===== src/rtl/perceptron_trainer.sv =====
// Single-layer perceptron trained on-chip against a binary truth table.
// One sample costs two cycles: EVAL registers the prediction, UPDATE applies the saturating weight step.
module perceptron_trainer #(
    parameter int N_INPUTS   = 2,
    parameter int WIDTH      = 16,
    parameter int FRAC       = 8,
    parameter int MAX_EPOCHS = 10
) (
    input  logic                        clk,
    input  logic                        rst,
    input  logic                        start,
    input  logic [WIDTH-1:0]            lr,
    input  logic [2**N_INPUTS-1:0]      truth_table,
    input  logic [N_INPUTS-1:0]         infer_in,
    output logic                        infer_out,
    output logic                        busy,
    output logic                        done,
    output logic                        converged,
    output logic [7:0]                  epoch_count,
    output logic [N_INPUTS*WIDTH-1:0]   weights,
    output logic [WIDTH-1:0]            bias
);

    localparam int SW = WIDTH + 3;
    localparam logic [N_INPUTS-1:0]     K_LAST = '1;
    localparam logic signed [WIDTH-1:0] S_MAX  = {1'b0, {(WIDTH-1){1'b1}}};
    localparam logic signed [WIDTH-1:0] S_MIN  = {1'b1, {(WIDTH-1){1'b0}}};

    typedef enum logic [1:0] {IDLE, EVAL, UPDATE, DONE} state_t;

    state_t                    state, state_nxt;
    logic signed [WIDTH-1:0]   w_q [N_INPUTS];
    logic signed [WIDTH-1:0]   bias_q, lr_q;
    logic [N_INPUTS-1:0]       k;
    logic [N_INPUTS:0]         err_cnt, err_total;
    logic                      pred_q, err_now, last_sample, max_hit;
    logic [7:0]                epoch_next;
    logic signed [SW-1:0]      train_sum, infer_sum;
    logic                      train_pos, infer_pos;

    // FRAC only fixes where the binary point sits; the arithmetic is scale-free.
    logic unused_frac;
    assign unused_frac = (FRAC < WIDTH);

    function automatic logic signed [WIDTH-1:0] sat_step(
        input logic signed [WIDTH-1:0] val,
        input logic signed [WIDTH-1:0] step,
        input logic                    sub
    );
        logic signed [WIDTH:0] r;
        r = sub ? ({val[WIDTH-1], val} - {step[WIDTH-1], step})
                : ({val[WIDTH-1], val} + {step[WIDTH-1], step});
        if (r[WIDTH] != r[WIDTH-1])
            return r[WIDTH] ? S_MIN : S_MAX;
        return r[WIDTH-1:0];
    endfunction

    // NOTE: every variable assigned in this block gets a default first, so no latch is inferred.
    always_comb begin
        train_sum = {{3{bias_q[WIDTH-1]}}, bias_q};
        infer_sum = {{3{bias_q[WIDTH-1]}}, bias_q};
        for (int i = 0; i < N_INPUTS; i++) begin
            if (k[i])        train_sum = train_sum + {{3{w_q[i][WIDTH-1]}}, w_q[i]};
            if (infer_in[i]) infer_sum = infer_sum + {{3{w_q[i][WIDTH-1]}}, w_q[i]};
        end
    end

    assign train_pos   = !train_sum[SW-1] && (train_sum != '0);
    assign infer_pos   = !infer_sum[SW-1] && (infer_sum != '0);
    assign err_now     = truth_table[k] != pred_q;
    assign err_total   = err_cnt + (N_INPUTS+1)'(err_now);
    assign last_sample = (k == K_LAST);
    assign epoch_next  = epoch_count + 8'd1;
    assign max_hit     = (epoch_next == 8'(MAX_EPOCHS));

    always_comb begin
        state_nxt = state;
        case (state)
            IDLE, DONE: if (start) state_nxt = EVAL;
            EVAL:       state_nxt = UPDATE;
            UPDATE: begin
                if (!last_sample)
                    state_nxt = EVAL;
                else if (err_total == '0 || max_hit)
                    state_nxt = DONE;
                else
                    state_nxt = EVAL;
            end
            default:    state_nxt = IDLE;
        endcase
    end

    // NOTE: the weights are a handful of flops rather than a RAM, so clearing them in reset is legal.
    always_ff @(posedge clk or posedge rst) begin
        if (rst) begin
            state       <= IDLE;
            for (int i = 0; i < N_INPUTS; i++) w_q[i] <= '0;
            bias_q      <= '0;
            lr_q        <= '0;
            k           <= '0;
            err_cnt     <= '0;
            epoch_count <= '0;
            converged   <= 1'b0;
            pred_q      <= 1'b0;
            infer_out   <= 1'b0;
        end else begin
            // NOTE: non-blocking assignments so every register samples pre-edge values.
            state <= state_nxt;
            case (state)
                IDLE, DONE: begin
                    infer_out <= infer_pos;
                    if (start) begin
                        for (int i = 0; i < N_INPUTS; i++) w_q[i] <= '0;
                        bias_q      <= '0;
                        lr_q        <= lr;
                        k           <= '0;
                        err_cnt     <= '0;
                        epoch_count <= '0;
                        converged   <= 1'b0;
                        infer_out   <= 1'b0;
                    end
                end
                EVAL: begin
                    pred_q    <= train_pos;
                    infer_out <= 1'b0;
                end
                UPDATE: begin
                    infer_out <= 1'b0;
                    // err = -1 exactly when the prediction was 1, so pred selects subtract.
                    if (err_now) begin
                        bias_q <= sat_step(bias_q, lr_q, pred_q);
                        for (int i = 0; i < N_INPUTS; i++)
                            if (k[i]) w_q[i] <= sat_step(w_q[i], lr_q, pred_q);
                    end
                    if (!last_sample) begin
                        k       <= k + 1'b1;
                        err_cnt <= err_total;
                    end else begin
                        epoch_count <= epoch_next;
                        if (err_total == '0) begin
                            converged <= 1'b1;
                        end else if (max_hit) begin
                            converged <= 1'b0;
                        end else begin
                            k       <= '0;
                            err_cnt <= '0;
                        end
                    end
                end
                default: ;
            endcase
        end
    end

    assign busy = (state == EVAL) || (state == UPDATE);
    assign done = (state == DONE);
    assign bias = bias_q;

    for (genvar i = 0; i < N_INPUTS; i++) begin : g_weights
        assign weights[i*WIDTH +: WIDTH] = w_q[i];
    end

endmodule


===== config.mk =====
export PLATFORM = sky130hd
export DESIGN_NAME = perceptron_trainer
export DESIGN_NICKNAME = d
export VERILOG_FILES = /design/src/rtl/perceptron_trainer.sv
export SDC_FILE = /design/constraint.sdc
export NUM_CORES = 1
export LEC_CHECK = 0
export CAP_MARGIN = 20
export CORE_MARGIN = 4
export CORE_UTILIZATION = 55
export DETAILED_ROUTE_END_ITERATION = 6
export DONT_BUFFER_PORTS = 1
export PLACE_DENSITY = 0.7
export SLEW_MARGIN = 30
export SYNTH_ARGS = -nofsm -noshare
export SYNTH_HDL_FRONTEND = slang
export SYNTH_SLANG_ARGS = --single-unit

===== constraint.sdc =====
create_clock -name clk -period 15.02 [get_ports clk]
set_input_delay 4.506 -clock clk [delete_from_list [all_inputs] [get_ports clk]]
set_output_delay 4.506 -clock clk [all_outputs]
set_load 0.005 [all_outputs]

==> results.ini, run 1 <==
[status]
status=finished, final reports clean

[cts]
h-tree-depth=3
cts_tree=done
cts_resized=0
cts_buffers=9
cts_hold_buf=0
clk_pin_slew_ns=0.06
clockBufferDepth=2
post_cts_buffers=0
root_buffer=clkbuf_16
clk_latency_ns=0.35
cts.sinks=82

[floorplanning]
rows=46
die_w_um=135.7
initial_core_util_pct=56.28
die_h_um=135.7
core_um2=15940
die_area_um2=18420
num_io_pins=85

[power_and_ir_drop]
p_int_mw=0.9603
powerDensity_nw_per_um2=200.8
power_frac_clock_pct=12.5
switchingPower_mw=0.9487
seqPwrFrac_pct=17.9
irDropWorstVdd_mv=0.1699
totalPowerFinal_mw=1.909
p_leak_nw=4.407
p_comb_share_pct=69.6
switching_share_pct=49.69

[setup_path]
rr_worst_depth=19
crit_fanout=21
cp-start-kind=primary input
crit_path_end_kind=flop
required_ns=15.24
rrSetupSlack_ns=8.65
crit_arrival_ns=7.24
r2r-start=lr_q[2]
path_class=in -> reg
r2r_end=weights[18]

[yosys]
synth_flop_cell=dfrtp_1
synth_most_common_cell=ha_1
async_reset_ff_share_pct=100.0
synth_seq_area_share_pct=22.87
syn_inst=1081
syn_area_per_cell_um2=8.300
synth_area_leaders=dfrtp_1 (23%), ha_1 (16%), xnor2_1 (6.9%), mux2_2 (4.4%), o21ai_0 (4.4%)
synth_seq_cells=82
synth.cell_area_um2=8972
yosys.area.top_type=dfrtp_1
synth_commonest_cells=ha_1 (112), nand2_1 (104), nor2_1 (94)
synthDistinctLibCells=71
synth_fp_nets=1224
synth_top_cell_area_share_pct=22.87
synth_edf_count=0
ys.warnings.count=0

[place]
dpl_worst_slack_ns=7.626
portBuffers=0
numPlacedInstances=1277
hpwl_um=19290
place.gp.congestion=0.9107

[flow_run]
max_cap_viol_count=0

[layout]
post-route-util_pct=59.65
nets=1215
antennaDiodeCount=0
drive_gt1_share_pct=6.506
area_delta_synth_final_pct=5.982
fillCellCount=1454
fin_cells=1292

[grt]
grt_max_degree=83
gr-total-overflow=0
antenna_found_initial=0
grt_pass1_wl_um=39360
grt_usage_pct=26.80
grt_pass1_vias=7766

[drt]
ant_nets=0
first_pass_iters=5
postRouteWirelength_um=24110
vias=8129
drc_errors=0
drt_iter0_drc=701
viasPerCell=6.292
wl_per_cell_um=18.66

[sta]
max-slew-margin-rel_pct=41.71
finalCriticalPeriod_ns=7.019
skew_ns=0.005989
fmax_mhz=142.5
finalHoldViolCount=0
worst_slew_pin_slew_ns=0.8743
setup_ws_ns=8.001
fin_crit_sh_pct=46.73
finalSetupViolCount=0
rsz0062_at_grt=no
drv_slew=0
finalSetupTns_ns=0

[min_path]
min_to=err_cnt[1]
holdPathStages=2
worst_hold_startpoint=err_cnt[1]
min_path_type=reg -> reg

-- per-layer routing --
metal	GRT usage, %	up-vias	part of all wire (%)
met5	0	-	0
met4	7.671	0	2.2
met1	36.78	3860	45
met2	43.20	230	46
met3	5.163	35	6.2
li1	-	4004	-
-- per-stage QoR --
stage,area (µm²),hold WS (ns)
after floorplan,8972,0.4563
after global placement,9185,0.4756
after detailed placement,9200,0.4835
after CTS,9509,0.4976
after global routing,9509,0.5439
final,9509,0.4889
-- critical path, cell delays in order --
cell      delay, ns
o21ai_0        0.33
inv_2          0.07
ha_1           0.28
a21o_1         0.18
a21o_1         0.21
a211oi_1       0.31
o21bai_1       0.17
a21o_1         0.19
a21oi_1        0.24
o31a_1         0.22
xnor2_1        0.07
nor4_1         0.29
o221ai_1       0.16
-- power groups by stage --
stage	clock network, mW	logic, mW	registers (mW)
4_1_cts	0.244	1.32	0.340
3_5_place_dp	0	1.31	0.344
3_3_place_gp	0	1.28	0.343
5_1_grt	0.253	1.47	0.347
2_1_floorplan	0	1.03	0.316
6_report	0.239	1.33	0.341
-- kinds of logic (layout without fill, tap and decap cells) --
kind of cell,Yosys count,count (layout),share of synthesized area [%]
xor+xnor,86,86,8.395
mux,42,42,5.383
buf+inv,76,71,3.207
fa+ha+maj,118,118,16.96
compound gates,334,334,24.91
simple gates,343,343,18.28
flops,82,82,22.87
-- placed cells by master (no fill, tap or decap), types with 7 or more instances in the layout --
cell	n
inv_1	48
a21o_1	27
nand2_1	104
xnor2_1	71
nor3_1	25
o21a_1	18
nor2b_1	16
mux2_2	35
o31a_1	9
nand3_1	23
dfrtp_1	82
o21ai_0	78
a21oi_1	60
o211ai_1	18
a31oi_1	17
xor2_1	15
nand2b_1	15
nor2_1	94
a211oi_1	8
o31ai_1	9
or4_1	7
o21bai_1	10
ha_1	112
nor4_1	8
a221o_1	13
and3_1	7
or3_1	17
clkbuf_16	9
-- worst max-delay path by stage --
stage	start	to	slack, ns	cells after the start
global route	infer_in[0]	infer_out	7.67	13
global placement	infer_in[0]	infer_out	7.68	13
CTS	infer_in[0]	infer_out	8.00	13
floorplan	infer_in[0]	infer_out	7.64	14
detailed placement	infer_in[0]	infer_out	7.63	13
finish	infer_in[0]	infer_out	8.00	13
-- cell type report --
cell class,instances,area (µm²),area share [%]
multi-input combinational,923,6644,69.87
timing repair buffer,5,41.29,0.4342
sequential,82,2052,21.58
inverter,51,192.7,2.026
tap,216,270.3,2.842
clock buffer,10,229.0,2.408
clock inverter,5,80.08,0.8421
-- sequential cells by signal (all words and copies together) (netlist names), 2 cells and up --
signal and count:
state 2, weights 32, epoch_count 8, k 2, err_cnt 3, lr_q 16, bias 16
(Power assumes the default switching activity.)
==> run 2: changes to the inputs <==
Settings changed: PLACE_DENSITY 0.7 to 0.73.
Clock period 15.02 ns to 5.8 ns, I/O delays scaled along.
==> results.ini, run 2 (synthesized netlist as in run 1, its figures left out) <==
[status]
status=finished, final reports clean

[drt]
drc_errors=0
first_pass_iters=6
ant_nets=0
postRouteWirelength_um=23780
viasPerCell=6.256
wl_per_cell_um=18.36
drt_iter0_drc=535
vias=8101

[power_and_ir_drop]
switching_share_pct=49.42
power_frac_clock_pct=12.0
totalPowerFinal_mw=4.859
switchingPower_mw=2.401
seqPwrFrac_pct=18.4
irDropWorstVdd_mv=0.3476
p_int_mw=2.458
p_leak_nw=4.414
powerDensity_nw_per_um2=510.1
p_comb_share_pct=69.5

[setup_path]
cpMaxStageDelayCell=dfrtp_1
critPathBufInv=2
max_stage_delay_ns=0.51
path_class=reg -> reg
cp-start-kind=flop
required_ns=6.06
crit_arrival_ns=5.50
crit_family=compound AO/OA/AOI/OAI gates
crit_path_end_kind=flop
crit_fanout=18
path_cells=inv_1, ha_1, nor2_1, xnor2_1, ha_1, nor2b_1, o21ai_0, a21boi_0, o2111ai_1, nand2_1, a31oi_1, o21a_1, o21ai_0, xnor2_1, ha_1, buf_4, a41oi_1, o2111ai_1, a31oi_1, nand2_1, o21ai_0

[floorplanning]
die_h_um=135.7
core_um2=15940
die_area_um2=18420
num_io_pins=85
initial_core_util_pct=56.28
rows=46
die_w_um=135.7

[min_path]
min_path_type=reg -> reg

[sta]
fin_crit_sh_pct=90.23
finalHoldViolCount=0
worst_slew_pin_slew_ns=0.8477
finalCriticalPeriod_ns=5.233
finalSetupTns_ns=0
rsz0062_at_grt=no
skew_ns=0.01488
fmax_mhz=191.1
drv_slew=0
max-slew-margin-rel_pct=43.49
finalSetupViolCount=0

[place]
hpwl_um=19370
portBuffers=0
numPlacedInstances=1279
place.gp.congestion=0.8987

[cts]
clk_pin_slew_ns=0.06
cts_buffers=9
cts_tree=done
clockBufferDepth=2
clk_latency_ns=0.36
cts_hold_buf=0
post_cts_buffers=0
cts.sinks=82
cts_resized=0
root_buffer=clkbuf_16
h-tree-depth=3

[grt]
grt_pass1_wl_um=39040
antenna_found_initial=1
grt_max_degree=47
grt_pass1_vias=7835
gr-total-overflow=0
grt_usage_pct=26.47

[layout]
final_common_cell=ha_1
multi_input_area_um2=6656
largest_register_ff_count=32
fillCellCount=1466
layout_common_cells=ha_1 (112), nand2_1 (104), nor2_1 (94)
fin_cells=1295
antennaDiodeCount=0
post-route-util_pct=59.75
area_delta_synth_final_pct=6.164
regArea_um2=2052
nets=1217
drive_gt1_share_pct=7.044

[flow_run]
max_cap_viol_count=0

-- run 2: changes by cell type in the layout (fill, tap and decap cells not counted) --
cell       previous run  this run
nor4b_1               4         3
inv_6                 0         2
clkinv_4              0         1
bufinv_16             2         1
buf_6                 1         0
clkbuf_1              1         0
nor4b_2               0         1
nor4_1                8         7
nor4_2                0         1
buf_4                 4         7
-- run 2: per-stage QoR --
stage	setup slack, ns	hold WS [ns]	instance area [µm²]
finish	0.5665	0.5080	9525
global route	0.04272	0.5265	9525
CTS	0.4465	0.5135	9513
detailed placement	0.4927	0.4998	9211
global placement	0.6636	0.4891	9200
floorplan	0.9464	0.4563	8972
-- run 2: final timing paths --
check	startpoint	to	slack, ns	depth (start not counted)
setup / recovery	lr_q[0]	weights[26]	0.57	21
hold / removal	err_cnt[1]	err_cnt[1]	0.51	2
setup reg to reg	lr_q[0]	weights[26]	0.57	21
hold reg to reg	err_cnt[1]	err_cnt[1]	0.51	2
max in group asynchronous	rst	weights[16]	3.43	2
min in group asynchronous	rst	weights[12]	1.35	1
-- run 2: per-layer routing --
metal / GRT usage (%) / part of all wire, % / vias up
li1: - / - / 4020
met1: 35.08 / 45 / 3857
met2: 43.86 / 47 / 189
met3: 5.349 / 6.3 / 35
met4: 7.783 / 2.3 / 0
met5: 0 / 0 / -
-- run 2: power by group through the flow --
stage / combinational (mW) / sequential, mW / clock, mW
after floorplan: 2.66 / 0.819 / 0
after global placement: 3.27 / 0.889 / 0
after detailed placement: 3.33 / 0.898 / 0
after CTS: 3.35 / 0.888 / 0.598
after global routing: 3.79 / 0.916 / 0.620
final: 3.38 / 0.896 / 0.584
-- run 2: layout make-up --
type	count	share of cell area (%)
multi-input combinational	923	69.88
inverter	51	2.023
timing repair buffer	7	0.5517
clock buffer	9	2.364
clock inverter	7	0.8013
tap	216	2.837
sequential	82	21.54
-- run 2: tightest hold or removal path, stage by stage (launching register included) --
cell,delay (ns)
dfrtp_1,0.35
nand2_1,0.05
o21ai_0,0.07
